===== config.mk =====
export PLATFORM = sky130hd
export DESIGN_NAME = seq_match_ctrl
export DESIGN_NICKNAME = d
export VERILOG_FILES = /design/src/rtl/seq_match_pkg.sv /design/src/rtl/seq_match_hist.sv /design/src/rtl/seq_match_ctrl.sv
export SDC_FILE = /design/constraint.sdc
export NUM_CORES = 1
export LEC_CHECK = 0
export BUFFER_PORTS_ARGS = -buffer_cell sky130_fd_sc_hd__buf_4
export CORE_MARGIN = 1.5
export CORE_UTILIZATION = 33
export CTS_CLUSTER_DIAMETER = 150
export DETAILED_ROUTE_END_ITERATION = 8
export PLACE_DENSITY = 0.53
export SYNTH_ARGS = -nofsm -noshare
export SYNTH_HDL_FRONTEND = slang
export SYNTH_SLANG_ARGS = --single-unit

===== constraint.sdc =====
create_clock -name clk -period 3.8 [get_ports clk]
set_clock_uncertainty 0.05 [all_clocks]
set_input_delay 0.76 -clock clk [delete_from_list [all_inputs] [get_ports clk]]
set_output_delay 0.76 -clock clk [all_outputs]
set_load 0.005 [all_outputs]

===== src/rtl/seq_match_pkg.sv =====
// Shared types and default sizes for the serial pattern-match run controller.
package seq_match_pkg;

   localparam int PAT_W_DEF = 3;
   localparam int CNT_W_DEF = 8;

   typedef enum logic [1:0] {
      IDLE    = 2'd0,
      ARMED   = 2'd1,
      DONE    = 2'd2,
      TIMEOUT = 2'd3
   } state_e;

endpackage


===== src/rtl/seq_match_hist.sv =====
// Serial history shift register, fill counter and pattern comparator.
// SEQ_MATCH_OVERLAP_EN keeps history after a match; otherwise it clears on the matching edge.
module seq_match_hist
   import seq_match_pkg::*;
#(
   parameter int PAT_W = PAT_W_DEF
) (
   input  logic             clk,
   input  logic             reset,
   input  logic             shift_en,
   input  logic             clr,
   input  logic [PAT_W-1:0] pattern,
   input  logic             x,
   output logic             hit
);

   localparam int FILL_W = $clog2(PAT_W + 1);
   localparam logic [FILL_W-1:0] FILL_FULL = FILL_W'(PAT_W);

   logic [PAT_W-1:0]  hist_q, hist_d, hist_nxt;
   logic [FILL_W-1:0] fill_q, fill_d, fill_nxt;

   always_comb begin
      hist_nxt = hist_q;
      fill_nxt = fill_q;
      if (shift_en) begin
         hist_nxt = {hist_q[PAT_W-2:0], x};
         if (fill_q != FILL_FULL) fill_nxt = fill_q + FILL_W'(1);
      end
      // hit looks at the post-shift window so the match registers on the completing edge
      hit    = shift_en && (fill_nxt == FILL_FULL) && (hist_nxt == pattern);
      hist_d = hist_nxt;
      fill_d = fill_nxt;
      if (clr) begin
         hist_d = '0;
         fill_d = '0;
      end
`ifndef SEQ_MATCH_OVERLAP_EN
      else if (hit) begin
         hist_d = '0;
         fill_d = '0;
      end
`endif
   end

   always_ff @(posedge clk) begin
      if (reset) begin
         hist_q <= '0;
         fill_q <= '0;
      end else begin
         hist_q <= hist_d;
         fill_q <= fill_d;
      end
   end

endmodule


===== src/rtl/seq_match_ctrl.sv =====
// Run controller: arms on start, counts pattern matches until target or sample budget, sticky done.
// Overlapping-match counting is selected by SEQ_MATCH_OVERLAP_EN (see seq_match_hist).
module seq_match_ctrl
   import seq_match_pkg::*;
#(
   parameter int               PAT_W       = PAT_W_DEF,
   parameter int               CNT_W       = CNT_W_DEF,
   parameter logic [PAT_W-1:0] PAT_DEFAULT = 3'b101
) (
   input  logic             clk,
   input  logic             reset,
   input  logic             cfg_we,
   input  logic [PAT_W-1:0] cfg_pattern,
   input  logic             start,
   input  logic             abort,
   input  logic             ack,
   input  logic [CNT_W-1:0] target_cnt,
   input  logic [CNT_W-1:0] max_samples,
   input  logic             x_valid,
   input  logic             x,
   output logic             busy,
   output logic             match,
   output logic [CNT_W-1:0] match_cnt,
   output logic             done,
   output logic             timed_out,
   output state_e           dbg_state
);

   // x is consumed only on edges where x_valid=1 while ARMED; there is no back-pressure.
   state_e           state_q, state_d;
   logic [PAT_W-1:0] pattern_q, pattern_d;
   logic [CNT_W-1:0] target_q, target_d;
   logic [CNT_W-1:0] max_q, max_d;
   logic [CNT_W-1:0] samp_q, samp_d, samp_inc;
   logic [CNT_W-1:0] match_cnt_q, match_cnt_d, cnt_inc;
   logic             match_q, match_d;
   logic             hist_clr, shift_en, hit;

   assign shift_en = (state_q == ARMED) && x_valid;

   seq_match_hist #(.PAT_W(PAT_W)) u_hist (
      .clk      (clk),
      .reset    (reset),
      .shift_en (shift_en),
      .clr      (hist_clr),
      .pattern  (pattern_q),
      .x        (x),
      .hit      (hit)
   );

   always_comb begin
      state_d     = state_q;
      pattern_d   = pattern_q;
      target_d    = target_q;
      max_d       = max_q;
      samp_d      = samp_q;
      match_cnt_d = match_cnt_q;
      match_d     = 1'b0;
      hist_clr    = 1'b0;
      samp_inc    = (&samp_q) ? samp_q : samp_q + CNT_W'(1);
      cnt_inc     = (&match_cnt_q) ? match_cnt_q : match_cnt_q + CNT_W'(1);
      case (state_q)
         IDLE: begin
            if (cfg_we) pattern_d = cfg_pattern;
            if (start) begin
               target_d    = target_cnt;
               max_d       = max_samples;
               samp_d      = '0;
               match_cnt_d = '0;
               hist_clr    = 1'b1;
               state_d     = ARMED;
            end
         end
         ARMED: begin
            if (abort) begin
               state_d = IDLE;
            end else if (target_q == '0) begin
               state_d = DONE;
            end else if (x_valid) begin
               samp_d = samp_inc;
               if (hit) begin
                  match_d     = 1'b1;
                  match_cnt_d = cnt_inc;
               end
               // reaching the target on the last budgeted sample still counts as DONE
               if (hit && (cnt_inc == target_q))                 state_d = DONE;
               else if ((max_q != '0) && (samp_inc == max_q))    state_d = TIMEOUT;
            end
         end
         DONE, TIMEOUT: begin
            if (ack) state_d = IDLE;
         end
         default: state_d = IDLE;
      endcase
   end

   always_ff @(posedge clk) begin
      if (reset) begin
         state_q     <= IDLE;
         pattern_q   <= PAT_DEFAULT;
         target_q    <= '0;
         max_q       <= '0;
         samp_q      <= '0;
         match_cnt_q <= '0;
         match_q     <= 1'b0;
      end else begin
         state_q     <= state_d;
         pattern_q   <= pattern_d;
         target_q    <= target_d;
         max_q       <= max_d;
         samp_q      <= samp_d;
         match_cnt_q <= match_cnt_d;
         match_q     <= match_d;
      end
   end

   assign busy      = (state_q == ARMED);
   assign done      = (state_q == DONE) || (state_q == TIMEOUT);
   assign timed_out = (state_q == TIMEOUT);
   assign match     = match_q;
   assign match_cnt = match_cnt_q;
   assign dbg_state = state_q;

endmodule


==> Word level (Yosys, flattened, before mapping) <==
Cells that the tools add are included.
{ "word_totals": {"inputBits": 27, "out_inout_bits": 14, "reg_bits": 43, "word_cells": 76} }
{ "classes": {"addsub": 3, "bitwise": 2, "mux": 26, "reduce_logical": 20, "eq_ne": 16} }
{ "ops": {"columns": ["operator", "count"], "rows": [
  ["$mux 8", 10],
  ["$pmux 8 s2", 2],
  ["$mux 2", 9],
  ["$add 8x1->8 const B", 2],
  ["$eq 8x8->1", 2],
  ["$reduce_and 8->1", 2],
  ["$ne 2x2->1 const B", 6],
  ["$logic_not 8->1", 1],
  ["$reduce_bool 8->1", 1],
  ["$eq 2x2->1 const B", 3],
  ["$pmux 2 s3", 1],
  ["$reduce_and 6->1", 1],
  ["$logic_and 1x1->1", 5],
  ["$ne 5x2->1 const B", 1],
  ["$reduce_and 5->1", 1],
  ["$reduce_or 5->1", 1],
  ["$ne 4x3->1 const B", 1],
  ["$reduce_and 2->1", 2],
  ["$reduce_and 4->1", 1],
  ["$eq 3x3->1", 1],
  ["$mux 1", 3],
  ["$mux 3", 1],
  ["$reduce_or 3->1", 1],
  ["$add 2x1->2 const B", 1],
  ["other kinds (7)", 8]
]} }

==> Longest topological paths before layout <==
{ "depth": {"depth_word": 12, "ltp_mapped": 9, "depth_no_buf": 8} }

==> Modules after synthesis <==
A second synthesis with hierarchy kept.
{ "hier_totals": {"hier_cells": 334, "area_unflattened_um2": 2567.5} }
{ "by_module_without_submodules": {"columns": ["module", "area_each_um2", "cells_per_inst", "seq_area_each_um2", "n_inst"], "rows": [
  ["seq_match_ctrl", 2298.5, 310, 760.7, 1],
  ["seq_match_hist", 269.0, 24, 100.1, 1]
]} }

==> Least setup slack after synthesis <==
OpenSTA, ideal clock, no wires.
{ "synth_path": {"path_type": "input port to flip-flop", "start": "in x_valid", "end": "reg match_cnt_q[5], in the netlist match_cnt[5]", "t_arrival_ns": 2.092, "required_ns": 3.679, "setup_time_ns": 0.071, "stages": 6, "slack_ns": 1.587, "n_path_buf": 0, "cell_sequence": "inv_1 -> a2111o_1 -> a22oi_1 -> nand3_1 -> or3_1 -> a21oi_1"} }
{ "synth_via": {"elab_chain_len": 7, "elab_cells_between_ends": 10, "cone_classes": "4 x eq/ne; 2 x mux; 4 x reduce/logical"} }
{ "synth_lines": {"columns": ["element", "line", "text"], "rows": [
  ["start, declared", "seq_match_ctrl.sv:19", "input logic x_valid,"],
  ["$logic_and 1x1->1", "seq_match_ctrl.sv:39", "assign shift_en = (state_q == ARMED) && x_valid;"],
  ["$mux 2", "seq_match_hist.sv:26", "if (shift_en) begin"],
  ["$eq 2x2->1", "seq_match_hist.sv:31", "hit = shift_en && (fill_nxt == FILL_FULL) && (hist_nxt == pattern);"],
  ["$logic_and 1x1->1 (2 in series)", "seq_match_hist.sv:31", null],
  ["$ne 2x1->1 (no line)", null, null],
  ["$reduce_and 6->1 (no line) (*)", null, null],
  ["end signal, assigned", "seq_match_ctrl.sv:112", "match_cnt_q <= match_cnt_d;"],
  ["end, declared", "seq_match_ctrl.sv:35", "logic [CNT_W-1:0] match_cnt_q, match_cnt_d, cnt_inc;"]
]} }
Every way passes the cells marked *; elsewhere a longest branch is shown, timed or not.
A chain may end at the register's enable or synchronous reset.

==> Worst setup path after layout <==
{ "layout_path": {"start": "reg state_q[1], in the netlist dbg_state[1]", "end": "out busy"} }
{ "layout_via": {"elab_chain_len": 1} }
{ "layout_lines": {"columns": ["element", "line", "text"], "rows": [
  ["start, declared", "seq_match_ctrl.sv:30", "state_e state_q, state_d;"],
  ["start signal, assigned", "seq_match_ctrl.sv:107", "state_q <= state_d;"],
  ["$eq 2x1->1", "seq_match_ctrl.sv:117", "assign busy = (state_q == ARMED);"],
  ["end, declared", "seq_match_ctrl.sv:21", "output logic busy,"]
]} }
Every way passes these cells.

==> results.json <==
{
  "overflow": 0,
  "synth_cell_types": 49,
  "h-tree-depth": 2,
  "timing.rr.end": "dbg_state[0]",
  "n_fill_cell": 762,
  "cts_sinks": 42,
  "grt_setup_unrepaired": "false",
  "io_buffers": 40,
  "first_iter_violations": 162,
  "yosysSeqAreaShare_pct": 35.4,
  "grt_max_degree": 36,
  "grt_pass1_wl_um": 10200,
  "final_util_pct": 41.1,
  "slew_viol_final": 0,
  "peakVddDrop_mv": 0.176,
  "ys_ff_latch": 42,
  "min_path_type": "reg2reg",
  "power_uw": 970,
  "clk_latency_ns": 0.30,
  "tritoncts": "yes",
  "grtUsageTotal_pct": 16.7,
  "rows": 30,
  "firstDrtPassIters": 4,
  "power_density_nw_per_um2": 344,
  "grt_pass1_vias": 2075,
  "cp.required_ns": 2.99,
  "pre_cts_ws_ns": 1.14,
  "min_period_ns": 2.53,
  "ys_async_sr_fraction_pct": 0,
  "startpoint": "dbg_state[1]",
  "whs_ns": 0.423,
  "syn_to_final_growth_pct": 18.7,
  "fmax_mhz": 395,
  "drv_cap": 0,
  "netlist_area_um2": 2380,
  "critPathKind": "reg2out",
  "rr_startpoint": "match_cnt[0]",
  "fp.dieH_um": 87.9,
  "tightest_slew_ns": 0.666,
  "post_drt_wl_per_cell_um": 13.7,
  "cts.repair.resized": 0,
  "start_util_pct": 34.6,
  "root_buffer": "clkbuf_8",
  "instances_no_fill": 440,
  "die_x_um": 87.9,
  "syn_inst": 310,
  "core_um2": 6870,
  "place.gp.congestion": 0.788,
  "p_leak_nw": 1.07,
  "mostFrequentLayoutCells": "nand2_1 (49), dfxtp_1 (42), buf_4 (42), a21oi_1 (39), nor2_1 (25)",
  "cp-endpoint": "busy",
  "postCtsHoldBufs": 0,
  "fin_ws_ns": 1.27,
  "synthFlopType": "dfxtp_1",
  "synth-edff-count": 0,
  "finalHoldViolations": 0,
  "final_nets": 372,
  "antenna_cells": 0,
  "cp.arrival_ns": 1.72,
  "placed_cells": 432,
  "setup_violations": 0,
  "clkSlewWorstSetupHoldPaths_ns": 0.08,
  "cts_post_setup_buffers_inserted": 0,
  "routed_wl_um": 6050,
  "worstPathMaxFanout": 10,
  "hold_depth": 2,
  "finalCritPeriodShare_pct": 66.6,
  "ff2ff_path_depth": 8,
  "critPathCaptureType": "primary output",
  "post_dp_cell_area_um2": 2730,
  "fin_setup_tns_ns": 0,
  "ant_nets": 0,
  "slew_headroom_pct": 55.6,
  "synth_top_area_share_pct": 35.4,
  "antenna_found_initial": 0,
  "yosys_warnings": 0,
  "design_area_um2": 2820,
  "clk_path_buf_depth": 2,
  "vias": 2255,
  "synth_area_per_cell_um2": 7.67,
  "r2r_slack_ns": 1.34,
  "vias_per_cell": 5.13,
  "layout-drive-gt1-share_pct": 16.3,
  "drc": 0,
  "numCtsBuffers": 5,
  "yosys-top-cells-area": "dfxtp_1 (35%), a21oi_1 (8.2%), nand2_1 (7.7%)",
  "io_pins": 41,
  "status": "finished, final reports clean",
  "design.die.area_um2": 7720,
  "start_kind": "flip-flop",
  "dp_hpwl_um": 4420,
  "synth_largest_area_cell": "dfxtp_1",
  "mostFrequentLayoutCell": "nand2_1",
  "synth_nets": 339
}
cell usage after synthesis, types with 8 or more instances:
| cell | count |
|---|---|
| o21ai_0 | 9 |
| nor3_1 | 13 |
| nor2_1 | 25 |
| clkbuf_1 | 10 |
| a21oi_1 | 39 |
| nand3_1 | 10 |
| mux2i_1 | 9 |
| nand4_1 | 8 |
| dfxtp_1 | 42 |
| nand2_1 | 49 |
| xnor2_1 | 11 |
layout make-up:
| type | count | area (µm²) | share of cell area, % |
|---|---|---|---|
| Clock inverter | 1 | 5.00 | 0.177 |
| Inverter | 6 | 22.5 | 0.798 |
| Multi-Input combinational cell | 246 | 1430 | 50.8 |
| Clock buffer | 7 | 86.3 | 3.06 |
| Timing Repair Buffer | 42 | 315 | 11.2 |
| Tap cell | 96 | 120 | 4.26 |
| Sequential cell | 42 | 841 | 29.8 |
flip-flops by register name, indices dropped and copies added, names as in the netlist:
name and count:
u_hist.hist_q 2, pattern_q 3, match 1, max_q 8, samp_q 8, target_q 8, u_hist.fill_q 2, match_cnt 8
dbg_state 2
report_power, final:
group          leakage (nW)  internal (mW)  total [mW]  switching, mW
logic                 0.683         0.0836       0.181         0.0974
clock network        0.0482          0.147       0.301          0.155
registers             0.342          0.461       0.488         0.0268
worst min-delay path by stage:
stage                         from        to
after global routing      max_q[6]  max_q[6]
after floorplan           max_q[6]  max_q[6]
final                     max_q[6]  max_q[6]
after CTS                 max_q[6]  max_q[6]
after detailed placement  max_q[6]  max_q[6]
after global placement    max_q[6]  max_q[6]
logic make-up (layout without fill, tap and decap cells):
logic type               count (synthesis)  count (layout)  synth area share [%]
multiplexers                             9               9                  3.79
XOR/XNOR                                17              17                  6.58
buffers and inverters                   22              56                  4.37
flip-flops                              42              42                  35.4
adder cells (fa/ha/maj)                  2               2                  1.05
AO/OA/AOI/OAI                           78              78                  20.3
AND/OR/NAND/NOR                        140             140                  28.6
per-layer routing:
| metal | routed length (µm) | track usage [%] | up-vias |
|---|---|---|---|
| li1 | - | - | 1168 |
| met1 | 3200 | 24.7 | 1026 |
| met2 | 2480 | 24.4 | 53 |
| met3 | 282 | 2.64 | 8 |
| met4 | 85 | 6.06 | 0 |
| met5 | 0 | 0 | - |
worst max-delay path, cell delays in order (launching register included):
cell and delay [ns]:
dfxtp_1 0.44, nand2b_1 0.36, clkinv_1 0.38, buf_4 0.25
(Power assumes the default switching activity.)
